==> src/rtl/serial_cmp_pkg.sv <==
// Shared types for the serial comparator: FSM state encoding and the
// one-hot {GT,EQ,LT} result encoding.
package serial_cmp_pkg;

    typedef enum logic [1:0] {
        IDLE = 2'd0,
        RUN  = 2'd1,
        DONE = 2'd2
    } state_t;

    typedef logic [2:0] res_t;

    localparam res_t RES_NONE = 3'b000;
    localparam res_t RES_GT   = 3'b100;
    localparam res_t RES_EQ   = 3'b010;
    localparam res_t RES_LT   = 3'b001;

endpackage

==> src/rtl/serial_cmp_cmp2_slice.sv <==
// Combinational magnitude compare of one 2-bit slice; exactly one output is high.
module cmp2_slice (
    input  logic [1:0] a,
    input  logic [1:0] b,
    output logic       gt,
    output logic       eq,
    output logic       lt
);

    assign gt = (a > b);
    assign eq = (a == b);
    assign lt = (a < b);

endmodule

==> src/rtl/serial_cmp.sv <==
// Serial MSB-first comparator, two bits per cycle with early exit on the first
// differing slice. Define SERIAL_CMP_SIGNED_EN for a two's-complement compare.
module serial_cmp
    import serial_cmp_pkg::*;
#(
    parameter int WIDTH = 8
) (
    input  logic             clk,
    input  logic             reset,
    input  logic             start,
    input  logic [WIDTH-1:0] inA,
    input  logic [WIDTH-1:0] inB,
    output logic             busy,
    output logic             done,
    output logic             outGT,
    output logic             outEQ,
    output logic             outLT
);

    localparam int N     = WIDTH / 2;
    localparam int IDX_W = (N > 1) ? $clog2(N) : 1;
    localparam logic [IDX_W-1:0] IDX_MSB = IDX_W'(N - 1);

    state_t           state_q, state_d;
    logic [IDX_W-1:0] idx_q, idx_d;
    res_t             res_q, res_d;
    logic [WIDTH-1:0] a_q, b_q;
    logic             load;
    logic [1:0]       a_sl, b_sl;
    logic             sl_gt, sl_eq, sl_lt;

    always_comb begin
        a_sl = a_q[2*int'(idx_q) +: 2];
        b_sl = b_q[2*int'(idx_q) +: 2];
`ifdef SERIAL_CMP_SIGNED_EN
        // Flipping both sign bits maps two's-complement order onto unsigned order.
        if (idx_q == IDX_MSB) begin
            a_sl[1] = ~a_sl[1];
            b_sl[1] = ~b_sl[1];
        end
`endif
    end

    cmp2_slice u_slice (
        .a  (a_sl),
        .b  (b_sl),
        .gt (sl_gt),
        .eq (sl_eq),
        .lt (sl_lt)
    );

    always_comb begin
        // NOTE: every signal gets a default first so no path leaves it unassigned (no latches).
        state_d = state_q;
        idx_d   = idx_q;
        res_d   = res_q;
        load    = 1'b0;
        case (state_q)
            IDLE, DONE: begin
                if (start) begin
                    load    = 1'b1;
                    idx_d   = IDX_MSB;
                    state_d = RUN;
                end else begin
                    state_d = IDLE;
                end
            end
            RUN: begin
                if (sl_gt) begin
                    res_d   = RES_GT;
                    state_d = DONE;
                end else if (sl_lt) begin
                    res_d   = RES_LT;
                    state_d = DONE;
                end else if (idx_q == '0) begin
                    res_d   = RES_EQ;
                    state_d = DONE;
                end else begin
                    idx_d = idx_q - 1'b1;
                end
            end
            default: state_d = IDLE;
        endcase
    end

    // NOTE: sequential state uses non-blocking assignments so all registers update together.
    always_ff @(posedge clk) begin
        if (reset) begin
            state_q <= IDLE;
            idx_q   <= '0;
            res_q   <= RES_NONE;
        end else begin
            state_q <= state_d;
            idx_q   <= idx_d;
            res_q   <= res_d;
        end
    end

    // NOTE: operand latches carry no reset; they are always reloaded before being read.
    always_ff @(posedge clk) begin
        if (load) begin
            a_q <= inA;
            b_q <= inB;
        end
    end

    assign busy = (state_q == RUN);
    assign done = (state_q == DONE);
    assign {outGT, outEQ, outLT} = res_q;

endmodule

==> config.mk <==
export PLATFORM = sky130hd
export DESIGN_NAME = serial_cmp
export DESIGN_NICKNAME = d
export VERILOG_FILES = /design/src/rtl/serial_cmp_pkg.sv /design/src/rtl/serial_cmp_cmp2_slice.sv /design/src/rtl/serial_cmp.sv
export SDC_FILE = /design/constraint.sdc
export NUM_CORES = 1
export LEC_CHECK = 0
export BUFFER_PORTS_ARGS = -buffer_cell sky130_fd_sc_hd__buf_2
export CAP_MARGIN = 10
export CELL_PAD_IN_SITES_DETAIL_PLACEMENT = 1
export CELL_PAD_IN_SITES_GLOBAL_PLACEMENT = 2
export CORE_MARGIN = 2
export CORE_UTILIZATION = 31
export CTS_CLUSTER_DIAMETER = 150
export DETAILED_ROUTE_END_ITERATION = 7
export PLACE_DENSITY_LB_ADDON = 0.1
export SLEW_MARGIN = 20
export SYNTH_ARGS = -nofsm -noshare
export SYNTH_HDL_FRONTEND = slang
export SYNTH_SLANG_ARGS = --single-unit
==> constraint.sdc <==
create_clock -name clk -period 2.06 [get_ports clk]
set_input_delay 0.103 -clock clk [delete_from_list [all_inputs] [get_ports clk]]
set_output_delay 0.103 -clock clk [all_outputs]
set_load 0.05 [all_outputs]
==> metrics.csv <==
metric;value;unit
initial antenna violation count;0;
post-DP HPWL;1.25;mm
RR Startpoint;idx_q[0]$_SDFFE_PP0P_;
worst hold start;reset;
PwrDens;740;nW/um2
WP data arrival;2180;ps
Reg-to-Reg End;idx_q[0]$_SDFFE_PP0P_;
via count;662;
clk slew on worst S/H paths;120;ps
Gate Count Post-Synth;64;
die width;59.5;um
Final Cycle Share;0.944;
first-pass GRT wire length;3.07;mm
synthesis-stage register bit count;23;
Mapped Area;955;um2
Cell Rows;20;
Clock Tree Buf Depth;2;
Net Count, Synth;86;
max-cap viol count;0;
Overall Power;0.000975;W
Critical Path End Type;flop;
Lkg Pwr;0.536;nW
Max Clock Freq;0.514;GHz
Hold Crit Depth;2;
core area;2980;um2
Die Area;3540;um2
final hold viol count;0;
CTS tree;yes;
Setup-failing EPs final;0;
CTS buffer count;3;
Tmin final;1940;ps
vias in the first global route;707;
clk_lat worst skew;300;ps
Starting Density;0.321;
Setup CP Type;flop to flop;
Distinct cells, synth;23;
layout cells sized above 1;0.318;
WP data required;2300;ps
RSZ-0062 raised after global routing;false;
Worst Tran Pin Value;367;ps
routed wire length;1.77;mm
num ports;24;
CTS sink cnt;23;
gr usage total;0.119;
DR DRC count;0;
setup tns final;0;ps
1st-iter DRT viols;8;
H-tree depth;1;
Die H;59.5;um
largest net degree at the start of global routing;18;
n_diodes;0;
DR pass1 iterations;4;
Synth Warn #;0;
Critical Path Start Type;flop;
Max FO, Critical Path;6;
Syn Area/Cell;14.9;um2
R2R setup slack;120;ps
gp weighted congestion;0.667;
Antenna Nets Post-Route;0;
WL/cell;12.7;um
status;completed;
Final Net Count;130;
hold crit path type;primary input to flop;
GRT Residual Overflow;0;
clock root cell;clkbuf_4;
number of buffers inserted by port buffering;23;
sequential-to-total area share from yosys stat;0.650;
Vias/cell;4.73;
Clock Skews;3.79;ps
Worst Reg-to-Reg Cells;6;
Hold EP;state_q[0]$_SDFFE_PP0P_;
max-slew violations;0;
peak supply drop;0.290;mV
Rel. slew slack;0.755;
area delta synth->final;38.1;%
==> power by group <==
group,internal [W],switching [W]
combinational,0.000104,0.000117
sequential,0.000531,0.0000156
clock,0.0000755,0.000132
==> metrics by stage <==
| step | instances | area, um2 | utilization | worst slack (ps) | hold WS (ps) |
|---|---|---|---|---|---|
| 4_1_cts | 140 | 1320 | 0.442 | 79.6 | 35.9 |
| 2_1_floorplan | 64 | 955 | - | 106 | 172 |
| 3_5_place_dp | 120 | 1130 | 0.379 | 115 | 281 |
| 3_3_place_gp | 120 | 1130 | 0.379 | 130 | 279 |
| 5_1_grt | 140 | 1320 | 0.443 | 11.9 | 46.7 |
| 6_report | 140 | 1320 | 0.443 | 115 | 47.9 |
==> critical path, stage by stage (launching register included) <==
cell	delay, ps
dfxtp_2	360
buf_12	120
mux4_2	490
ha_1	330
and2_2	220
a41o_1	230
a31oi_1	120
==> final cells by class <==
class | count | area (um2)
Clock buffer | 4 | 26.3
Fill cell | 310 | 1660
Inverter | 6 | 22.5
Multi-Input combinational cell | 33 | 304
Sequential cell | 23 | 622
Tap cell | 33 | 41.3
Timing Repair Buffer | 41 | 303
==> cells in the final DEF, fill, tap and decap left out, drive strengths merged <==
cell type     n
ha            3
or3b          1
nand2b        3
nor3b         1
nand2         2
nor2b         2
dlygate4sd3  16
inv           6
edfxtp       16
o31ai         1
clkbuf        4
o211ai        1
mux4          4
nand3         1
o32a          1
nand4         1
and2b         2
a211oi        1
and2          1
buf          25
a21oi         2
a41o          2
dfxtp         7
a31oi         4
==> what timing repair did <==
item / in CTS / in global routing
buffers inserted: 0 / 0
gates resized for setup: 0 / 2
endpoints found under the setup margin: 0 / 4
hold endpoints to repair: 16 / 0
hold buffers: 16 / 0
==> kinds of logic (layout without fill, tap and decap cells) <==
kind of cell / count (synthesis) / after routing / synth area share
AO/OA/AOI/OAI: 12 / 12 / 0.0917
adder cells (fa/ha/maj): 3 / 3 / 0.0393
buffers and inverters: 8 / 51 / 0.0328
flip-flops: 23 / 23 / 0.650
multiplexers: 4 / 4 / 0.0944
AND/OR/NAND/NOR: 14 / 14 / 0.0917
==> cells in the mapped netlist <==
library cell | n | share of area
nand3_1 | 1 | 0.0052
ha_1 | 3 | 0.039
a31oi_1 | 4 | 0.026
o32a_1 | 1 | 0.010
o31ai_1 | 1 | 0.0079
a21oi_1 | 2 | 0.010
buf_2 | 1 | 0.0052
nand4_1 | 1 | 0.0066
a41o_1 | 2 | 0.021
inv_1 | 6 | 0.024
nor2b_1 | 2 | 0.013
and2_1 | 1 | 0.0066
nand2b_1 | 3 | 0.020
edfxtp_1 | 16 | 0.50
clkbuf_1 | 1 | 0.0039
o211ai_1 | 1 | 0.0079
and2b_1 | 2 | 0.016
or3b_1 | 1 | 0.0092
mux4_2 | 4 | 0.094
dfxtp_1 | 7 | 0.15
nand2_1 | 2 | 0.0079
nor3b_1 | 1 | 0.0079
a211oi_1 | 1 | 0.0079
==> metal layers <==
metal | part of all wire | track usage | vias to the layer above
met5 | 0 | 0 | -
met4 | 0.011 | 0.0571 | 0
li1 | - | - | 333
met3 | 0.036 | 0.0218 | 2
met2 | 0.50 | 0.214 | 16
met1 | 0.45 | 0.135 | 311
==> flip-flops by register name (all words and copies together) (netlist names) <==
| name | cells |
|---|---|
| a_q | 8 |
| b_q | 8 |
| res_q | 3 |
| idx_q | 2 |
| state_q | 2 |
==> worst max path at each step <==
stage | start | to | slack (ps) | cells past startpoint
3_3_place_gp | idx_q[0]$_SDFFE_PP0P_ | idx_q[1]$_SDFFE_PP0P_ | 130 | 6
5_1_grt | idx_q[0]$_SDFFE_PP0P_ | idx_q[1]$_SDFFE_PP0P_ | 10 | 6
6_report | idx_q[0]$_SDFFE_PP0P_ | idx_q[0]$_SDFFE_PP0P_ | 120 | 6
4_1_cts | idx_q[0]$_SDFFE_PP0P_ | idx_q[0]$_SDFFE_PP0P_ | 80 | 6
3_5_place_dp | idx_q[0]$_SDFFE_PP0P_ | res_q[1]$_SDFFE_PP0P_ | 120 | 6
2_1_floorplan | idx_q[0]$_SDFFE_PP0P_ | idx_q[0]$_SDFFE_PP0P_ | 110 | 7
Note: power is estimated with default switching activity, not from simulation.
